`config.mk`:
```
export PLATFORM = sky130hd
export DESIGN_NAME = hamming_err_inj_flat
export DESIGN_NICKNAME = d
export VERILOG_FILES = /design/src/rtl/hamming_err_inj_pkg.sv /design/src/rtl/hamming_err_inj_if.sv /design/src/rtl/hamming_err_inj_enc.sv /design/src/rtl/hamming_err_inj.sv /design/src/flat_wrapper.sv
export SDC_FILE = /design/constraint.sdc
export NUM_CORES = 1
export LEC_CHECK = 0
export ABC_AREA = 1
export CORE_ASPECT_RATIO = 1.5
export CORE_MARGIN = 2
export CORE_UTILIZATION = 35
export CTS_CLUSTER_SIZE = 25
export DETAILED_ROUTE_END_ITERATION = 8
export GPL_TIMING_DRIVEN = 0
export HOLD_SLACK_MARGIN = 0.12
export MAX_ROUTING_LAYER = met4
export SLEW_MARGIN = 10
export SYNTH_ARGS = -nofsm -noshare
export SYNTH_HDL_FRONTEND = slang
export SYNTH_HIERARCHICAL = 1
export SYNTH_SLANG_ARGS = --single-unit
```
`constraint.sdc`:
```
create_clock -name i_clk -period 4.2 [get_ports i_clk]
set_input_delay 0.84 -clock i_clk [delete_from_list [all_inputs] [get_ports i_clk]]
set_output_delay 0.84 -clock i_clk [all_outputs]
set_load 0.02 [all_outputs]
```
`src/rtl/hamming_err_inj_pkg.sv`:
```
// Shared types, widths and helpers for the Hamming pattern generator / error injector.
package hamming_err_inj_pkg;

  localparam int unsigned DATA_W = 64;
  localparam int unsigned PAR_W  = 8;
  localparam int unsigned CW_W   = 72;
  localparam int unsigned POS_W  = 7;
  localparam int unsigned CNT_W  = 16;
  localparam int unsigned DIDX_W = $clog2(DATA_W);
  localparam int unsigned PIDX_W = $clog2(PAR_W);

  typedef logic [DATA_W-1:0] data_t;
  typedef logic [CW_W-1:0]   pattern_t;
  typedef logic [PAR_W-1:0]  parity_t;
  typedef logic [POS_W-1:0]  pos_t;

  typedef enum logic [1:0] {
    ERR_NONE   = 2'd0,
    ERR_SINGLE = 2'd1,
    ERR_DOUBLE = 2'd2,
    ERR_ALT    = 2'd3
  } err_mode_e;

  typedef enum logic [1:0] {
    ST_IDLE = 2'd0,
    ST_RUN  = 2'd1,
    ST_DONE = 2'd2
  } state_e;

  // Burst configuration captured when a start is accepted
  typedef struct packed {
    logic [CNT_W-1:0] remaining;
    err_mode_e        mode;
    pos_t             pos0;
    pos_t             pos1;
  } cfg_t;

  // True for 1-based codeword positions that hold a Hamming parity bit
  function automatic logic HAM_IS_PARITY_POS(input int unsigned pos);
    return (pos inside {1, 2, 4, 8, 16, 32, 64});
  endfunction

endpackage

```
`src/rtl/hamming_err_inj_if.sv`:
```
// Codeword stream towards the Hamming detection/correction stage.
interface hamming_err_inj_if;
  import hamming_err_inj_pkg::*;

  pattern_t o_pattern;
  pattern_t o_golden;
  logic     o_valid;

  modport master (output o_pattern, output o_golden, output o_valid);
  modport slave  (input  o_pattern, input  o_golden, input  o_valid);

endinterface

```
`src/rtl/hamming_err_inj_enc.sv`:
```
// Combinational Hamming(71,64) SEC encoder plus overall parity at bit 71 (SEC-DED).
module hamming_enc
  import hamming_err_inj_pkg::*;
(
  input  data_t    data,
  output pattern_t codeword
);

  pattern_t placed;
  parity_t  par;

  // Scatter data bits into the non-power-of-two positions, ascending
  always_comb begin
    int unsigned k;
    placed = '0;
    k      = 0;
    for (int unsigned pos = 1; pos < CW_W; pos++) begin
      if (!HAM_IS_PARITY_POS(pos)) begin
        placed[POS_W'(pos - 1)] = data[DIDX_W'(k)];
        k++;
      end
    end
  end

  // Parity bit b covers every position whose 1-based index has bit b set
  always_comb begin
    par      = '0;
    codeword = placed;
    for (int unsigned b = 0; b < PAR_W - 1; b++) begin
      for (int unsigned pos = 1; pos < CW_W; pos++) begin
        if (((pos >> b) & 32'd1) != 32'd0) begin
          par[PIDX_W'(b)] = par[PIDX_W'(b)] ^ placed[POS_W'(pos - 1)];
        end
      end
      codeword[POS_W'((32'd1 << b) - 32'd1)] = par[PIDX_W'(b)];
    end
    par[PAR_W-1]       = ^codeword[CW_W-2:0];
    codeword[CW_W-1]   = par[PAR_W-1];
  end

endmodule

```
`src/rtl/hamming_err_inj.sv`:
```
// LFSR pattern generator that encodes each word to SEC-DED and injects 0/1/2 bit flips.
module hamming_err_inj
  import hamming_err_inj_pkg::*;
#(
  parameter data_t LFSR_SEED = 64'h0000_0000_0000_0001
) (
  input  logic             i_clk,
  input  logic             i_rst_n,
  input  logic             i_en,
  input  logic             i_start,
  input  logic [CNT_W-1:0] i_count,
  input  logic [1:0]       i_err_mode,
  input  pos_t             i_err_pos0,
  input  pos_t             i_err_pos1,
  hamming_err_inj_if.master bus,
  output logic             o_busy,
  output logic             o_done,
  output logic [CNT_W-1:0] o_sent
);

  // An all-zero LFSR would lock up, so a zero seed becomes 1
  localparam data_t SEED = (LFSR_SEED == '0) ? data_t'(1) : LFSR_SEED;

  state_e   state;
  data_t    lfsr;
  cfg_t     cfg;
  pattern_t golden_c;
  pattern_t mask_c;
  pos_t     p0_c;
  pos_t     p1_c;
  logic     lfsr_fb_c;

  hamming_enc u_enc (
    .data     (lfsr),
    .codeword (golden_c)
  );

  assign lfsr_fb_c = lfsr[63] ^ lfsr[62] ^ lfsr[60] ^ lfsr[59];

  function automatic pos_t reduce_pos(input pos_t p);
    return (p >= POS_W'(CW_W)) ? p - POS_W'(CW_W) : p;
  endfunction

  // Error mask; a colliding second position is nudged so two bits always flip
  always_comb begin
    p0_c = reduce_pos(cfg.pos0);
    p1_c = reduce_pos(cfg.pos1);
    if (p1_c == p0_c) begin
      p1_c = (p0_c == POS_W'(CW_W - 1)) ? '0 : p0_c + 1'b1;
    end
    case (cfg.mode)
      ERR_SINGLE: mask_c = pattern_t'(1) << p0_c;
      ERR_DOUBLE: mask_c = (pattern_t'(1) << p0_c) | (pattern_t'(1) << p1_c);
      ERR_ALT:    mask_c = o_sent[0] ? ((pattern_t'(1) << p0_c) | (pattern_t'(1) << p1_c))
                                     : (pattern_t'(1) << p0_c);
      default:    mask_c = '0;
    endcase
  end

  always_ff @(posedge i_clk) begin
    if (!i_rst_n) begin
      state         <= ST_IDLE;
      lfsr          <= SEED;
      cfg           <= '0;
      bus.o_pattern <= '0;
      bus.o_golden  <= '0;
      bus.o_valid   <= 1'b0;
      o_busy        <= 1'b0;
      o_done        <= 1'b0;
      o_sent        <= '0;
    end else begin
      bus.o_valid <= 1'b0;
      o_done      <= 1'b0;
      o_busy      <= (state != ST_IDLE);
      case (state)
        ST_IDLE: begin
          if (i_en && i_start) begin
            cfg    <= '{remaining: i_count, mode: err_mode_e'(i_err_mode),
                        pos0: i_err_pos0, pos1: i_err_pos1};
            o_sent <= '0;
            o_busy <= 1'b1;
            state  <= (i_count == '0) ? ST_DONE : ST_RUN;
          end
        end
        ST_RUN: begin
          if (i_en) begin
            bus.o_golden  <= golden_c;
            bus.o_pattern <= golden_c ^ mask_c;
            bus.o_valid   <= 1'b1;
            lfsr          <= {lfsr[DATA_W-2:0], lfsr_fb_c};
            cfg.remaining <= cfg.remaining - 1'b1;
            o_sent        <= o_sent + 1'b1;
            if (cfg.remaining == CNT_W'(1)) begin
              state <= ST_DONE;
            end
          end
        end
        ST_DONE: begin
          o_done <= 1'b1;
          state  <= ST_IDLE;
        end
        default: state <= ST_IDLE;
      endcase
    end
  end

endmodule

```
`src/flat_wrapper.sv`:
```
// flat-port wrapper written by rule: the top's interface ports become plain ports
module hamming_err_inj_flat import hamming_err_inj_pkg::*;
#(
  parameter data_t LFSR_SEED = 64'h0000_0000_0000_0001
)
  (i_clk, i_rst_n, i_en, i_start, i_count, i_err_mode, i_err_pos0, i_err_pos1, o_busy, o_done, o_sent, bus_o_pattern, bus_o_golden, bus_o_valid);
  hamming_err_inj_if bus_i ();
  input  logic i_clk;
  input  logic i_rst_n;
  input  logic i_en;
  input  logic i_start;
  input  logic [CNT_W-1:0] i_count;
  input  logic [1:0] i_err_mode;
  input  pos_t i_err_pos0;
  input  pos_t i_err_pos1;
  output logic o_busy;
  output logic o_done;
  output logic [CNT_W-1:0] o_sent;
  output wire logic [$bits(bus_i.o_pattern)-1:0] bus_o_pattern;
  output wire logic [$bits(bus_i.o_golden)-1:0] bus_o_golden;
  output wire logic [$bits(bus_i.o_valid)-1:0] bus_o_valid;
  assign bus_o_pattern = bus_i.o_pattern;
  assign bus_o_golden = bus_i.o_golden;
  assign bus_o_valid = bus_i.o_valid;
  hamming_err_inj #(.LFSR_SEED(LFSR_SEED)) u_core (.i_clk(i_clk), .i_rst_n(i_rst_n), .i_en(i_en), .i_start(i_start), .i_count(i_count), .i_err_mode(i_err_mode), .i_err_pos0(i_err_pos0), .i_err_pos1(i_err_pos1), .bus(bus_i), .o_busy(o_busy), .o_done(o_done), .o_sent(o_sent));
endmodule
```
==> impl_metrics.py <==
metrics = {
    "grt": {
        "grt_max_degree": 15,
        "grt_pass1_vias": 17100,
        "grt_antenna_before_repair": 0,
        "grt_pass1_wl_um": 104000,
        "grt_overflow_total": 0,
        "grt.total_usage_pct": 29.2,
    },
    "yosys": {
        "synthCells": 2693,
        "synth_edf_count": 0,
        "synth_ff_type": "dfxtp_1",
        "yosysUniqueCellTypes": 48,
        "avgSynthCellArea_um2": 6.09,
        "syn-num-nets": 2740,
        "synth_seq_area_share_pct": 31.9,
        "yosys_warnings": 6,
        "synthArstFlopShare_pct": 0,
        "ys_seq_elements": 261,
        "syn_area_mm2": 0.0164,
    },
    "timing": {
        "min_period_ps": 3710,
        "hold_viol": 0,
        "hold_slack_ps": 451,
        "setup_tns_ps": 0,
        "maxSlewHeadroom_pct": 22.9,
        "max_slew.worst_pin.slew_ps": 1160,
        "setup_viol": 0,
        "fmax_mhz": 270,
        "finClkSkew_ps": 17.2,
        "layout_worst_path_cycle_share_pct": 88.3,
        "slew_viol_final": 0,
        "grt_setup_unrepaired": "false",
    },
    "floorplanning": {
        "core-area_mm2": 0.0465,
        "die_area_mm2": 0.0487,
        "ios": 199,
        "start_util_pct": 35.3,
        "fp.dieH_um": 269,
        "num_rows": 97,
        "die_w_um": 181,
    },
    "drt": {
        "dr_wl_met3_um": 3460,
        "drcViolationCount": 0,
        "wl_per_cell_um": 20.4,
        "m1WireLength_um": 26300,
        "drt-initial-drc-count": 1467,
        "top_layer": "met4",
        "wl_met2_um": 37000,
        "viasPerCell": 5.20,
        "routed_wl_um": 72300,
        "drt-pass1-iter-count": 6,
        "vias": 18400,
        "antenna_left": 0,
    },
    "cts": {
        "clk_path_buf_depth": 3,
        "cts_max_level": 1,
        "cts.reportedPaths.clkPinSlew_ps": 60,
        "root_buffer": "clkbuf_16",
        "cts-buffers-inserted": 29,
        "cts_tree": "built",
        "postCtsResizedCells": 0,
        "holdBufCountCts": 0,
        "cts_num_sinks": 261,
        "postCtsSetupBuffers": 0,
        "clkLatencyLatePin_ps": 580,
    },
    "final_layout": {
        "antenna_cells": 0,
        "layout_commonest_cell": "nand2_1",
        "final_cell_mix": "nand2_1, nor2_1, dfxtp_1",
        "final_area_mm2": 0.0202,
        "drive_above_1_share_pct": 7.41,
        "finalNetCount": 2968,
        "syn2layout_area_growth_pct": 22.9,
    },
    "worst_setup_path": {
        "worstPathMaxFanout": 9,
        "r2r_setup_slack_ps": 490,
        "worstReg2RegStart": "u_core/cfg[7]$_SDFFE_PN0P_",
        "worstSetupPathType": "register to register",
        "start_kind": "register",
        "reg2reg_to": "u_core/bus.o_pattern[42]$_SDFFE_PN0P_",
        "end_kind": "register",
        "worstPathRequired_ps": 4700,
        "arrival_ps": 4200,
        "reg2regPathDepth": 19,
    },
    "place": {
        "dpl.hpwl_um": 58800,
        "place_congestion": 1.00,
        "portBuffers": 197,
        "place_area_mm2": 0.0191,
    },
    "hold_path": {
        "hp-start": "u_core/o_sent[15]$_SDFFE_PN0P_",
        "min_path_type": "register to register",
        "hold_end": "u_core/o_sent[15]$_SDFFE_PN0P_",
        "whs_path_depth": 1,
    },
    "run": {
        "maxCapViolCount": 0,
    },
    "run_status": {
        "status": "finished, final reports clean",
    },
    "power_and_ir_drop": {
        "ir_worst_vdd_mv": 0.298,
        "p_leak_nw": 8.84,
        "powerDensity_mw_per_mm2": 321,
    },
}
## worst max-delay path, stage by stage, from the launching register on
cell,delay (ps)
dfxtp_1,430
inv_1,140
ha_1,220
inv_1,190
nor2_8,50
nand3_4,80
nand2_1,90
nand2_1,70
nand2_1,240
nand2_1,150
nand3_1,120
nor2_4,210
nand3_1,110
nand2_1,180
nand3_1,180
nor2_1,570
nand3_1,240
nand2_1,130
nand2_1,50
a31oi_1,170
## worst max-delay path by stage
stage                                from                                     to  slack [ps]  depth (start not counted)
2_1_floorplan  u_core/cfg[7]$_SDFFE_PN0P_  u_core/bus.o_pattern[45]$_SDFFE_PN0P_        1440                         24
3_3_place_gp                         i_en         u_core/o_sent[15]$_SDFFE_PN0P_         280                         15
3_5_place_dp                         i_en         u_core/o_sent[15]$_SDFFE_PN0P_         240                         15
4_1_cts        u_core/cfg[7]$_SDFFE_PN0P_  u_core/bus.o_pattern[39]$_SDFFE_PN0P_         550                         19
5_1_grt        u_core/cfg[7]$_SDFFE_PN0P_  u_core/bus.o_pattern[21]$_SDFFE_PN0P_         160                         20
6_report       u_core/cfg[7]$_SDFFE_PN0P_  u_core/bus.o_pattern[42]$_SDFFE_PN0P_         490                         19
## Yosys cell counts, types with 34 or more instances
cell        n  area share [%]
a21oi_1   160             4.9
a31oi_1    34             1.3
buf_4      72             3.3
clkbuf_1   94             2.2
dfxtp_1   261              32
inv_1     210             4.8
nand2_1   970              22
nand3_1   228             7.0
nand4_1    35             1.3
nor2_1    278             6.4
o21ai_0    91             2.8
xnor2_1    36             1.9
## area by class of cell
| cell class | count | area (µm²) |
|---|---|---|
| Inverter | 231 | 867 |
| Sequential cell | 261 | 5230 |
| Clock inverter | 15 | 221 |
| Clock buffer | 38 | 820 |
| Buffer | 186 | 1020 |
| Timing Repair Buffer | 197 | 1970 |
| Fill cell | 5029 | 26300 |
| Multi-Input combinational cell | 2015 | 9290 |
| Tap cell | 594 | 743 |
## metal layers
metal  global-route usage [%]  vias to the layer above
met5                        -                        -
met4                     19.3                        0
met3                     2.35                      192
met2                     52.6                      652
met1                     30.3                     8578
li1                         -                     8987
## power breakdown
part / switching (W) / leakage, nW / internal, W
sequential: 0.0000570 / 2.11 / 0.00253
combinational: 0.000787 / 6.23 / 0.000309
clock: 0.00111 / 0.500 / 0.00168
total: 0.00196 / 8.84 / 0.00452
## flip-flops by register name (all words and copies together), names as in the netlist
| signal | count |
|---|---|
| u_core/bus.o_golden | 72 |
| u_core/bus.o_pattern | 72 |
| u_core/lfsr | 64 |
| u_core/cfg | 32 |
| u_core/o_sent | 16 |
| u_core/state | 2 |
| u_core/bus.o_valid | 1 |
| u_core/o_busy | 1 |
| u_core/o_done | 1 |
## metrics by stage
step	utilization [%]	worst slack (ps)	instances	total power [W]
2_1_floorplan	-	1440	2693	0.00330
3_3_place_gp	41.1	284	3484	0.00371
3_5_place_dp	41.1	241	3484	0.00372
4_1_cts	43.4	545	3537	0.00652
5_1_grt	43.4	161	3537	0.00671
6_report	43.4	492	3537	0.00648
## cells by family (layout without fill, tap and decap cells)
group,after synthesis,after routing,share of synthesized area (%)
simple gates,1617,1617,41.7
xor+xnor,62,62,3.31
compound gates,325,325,10.8
flops,261,261,31.9
fa+ha+maj,11,11,0.839
buf+inv,417,667,11.5
Power figures use the tool's default switching activity.
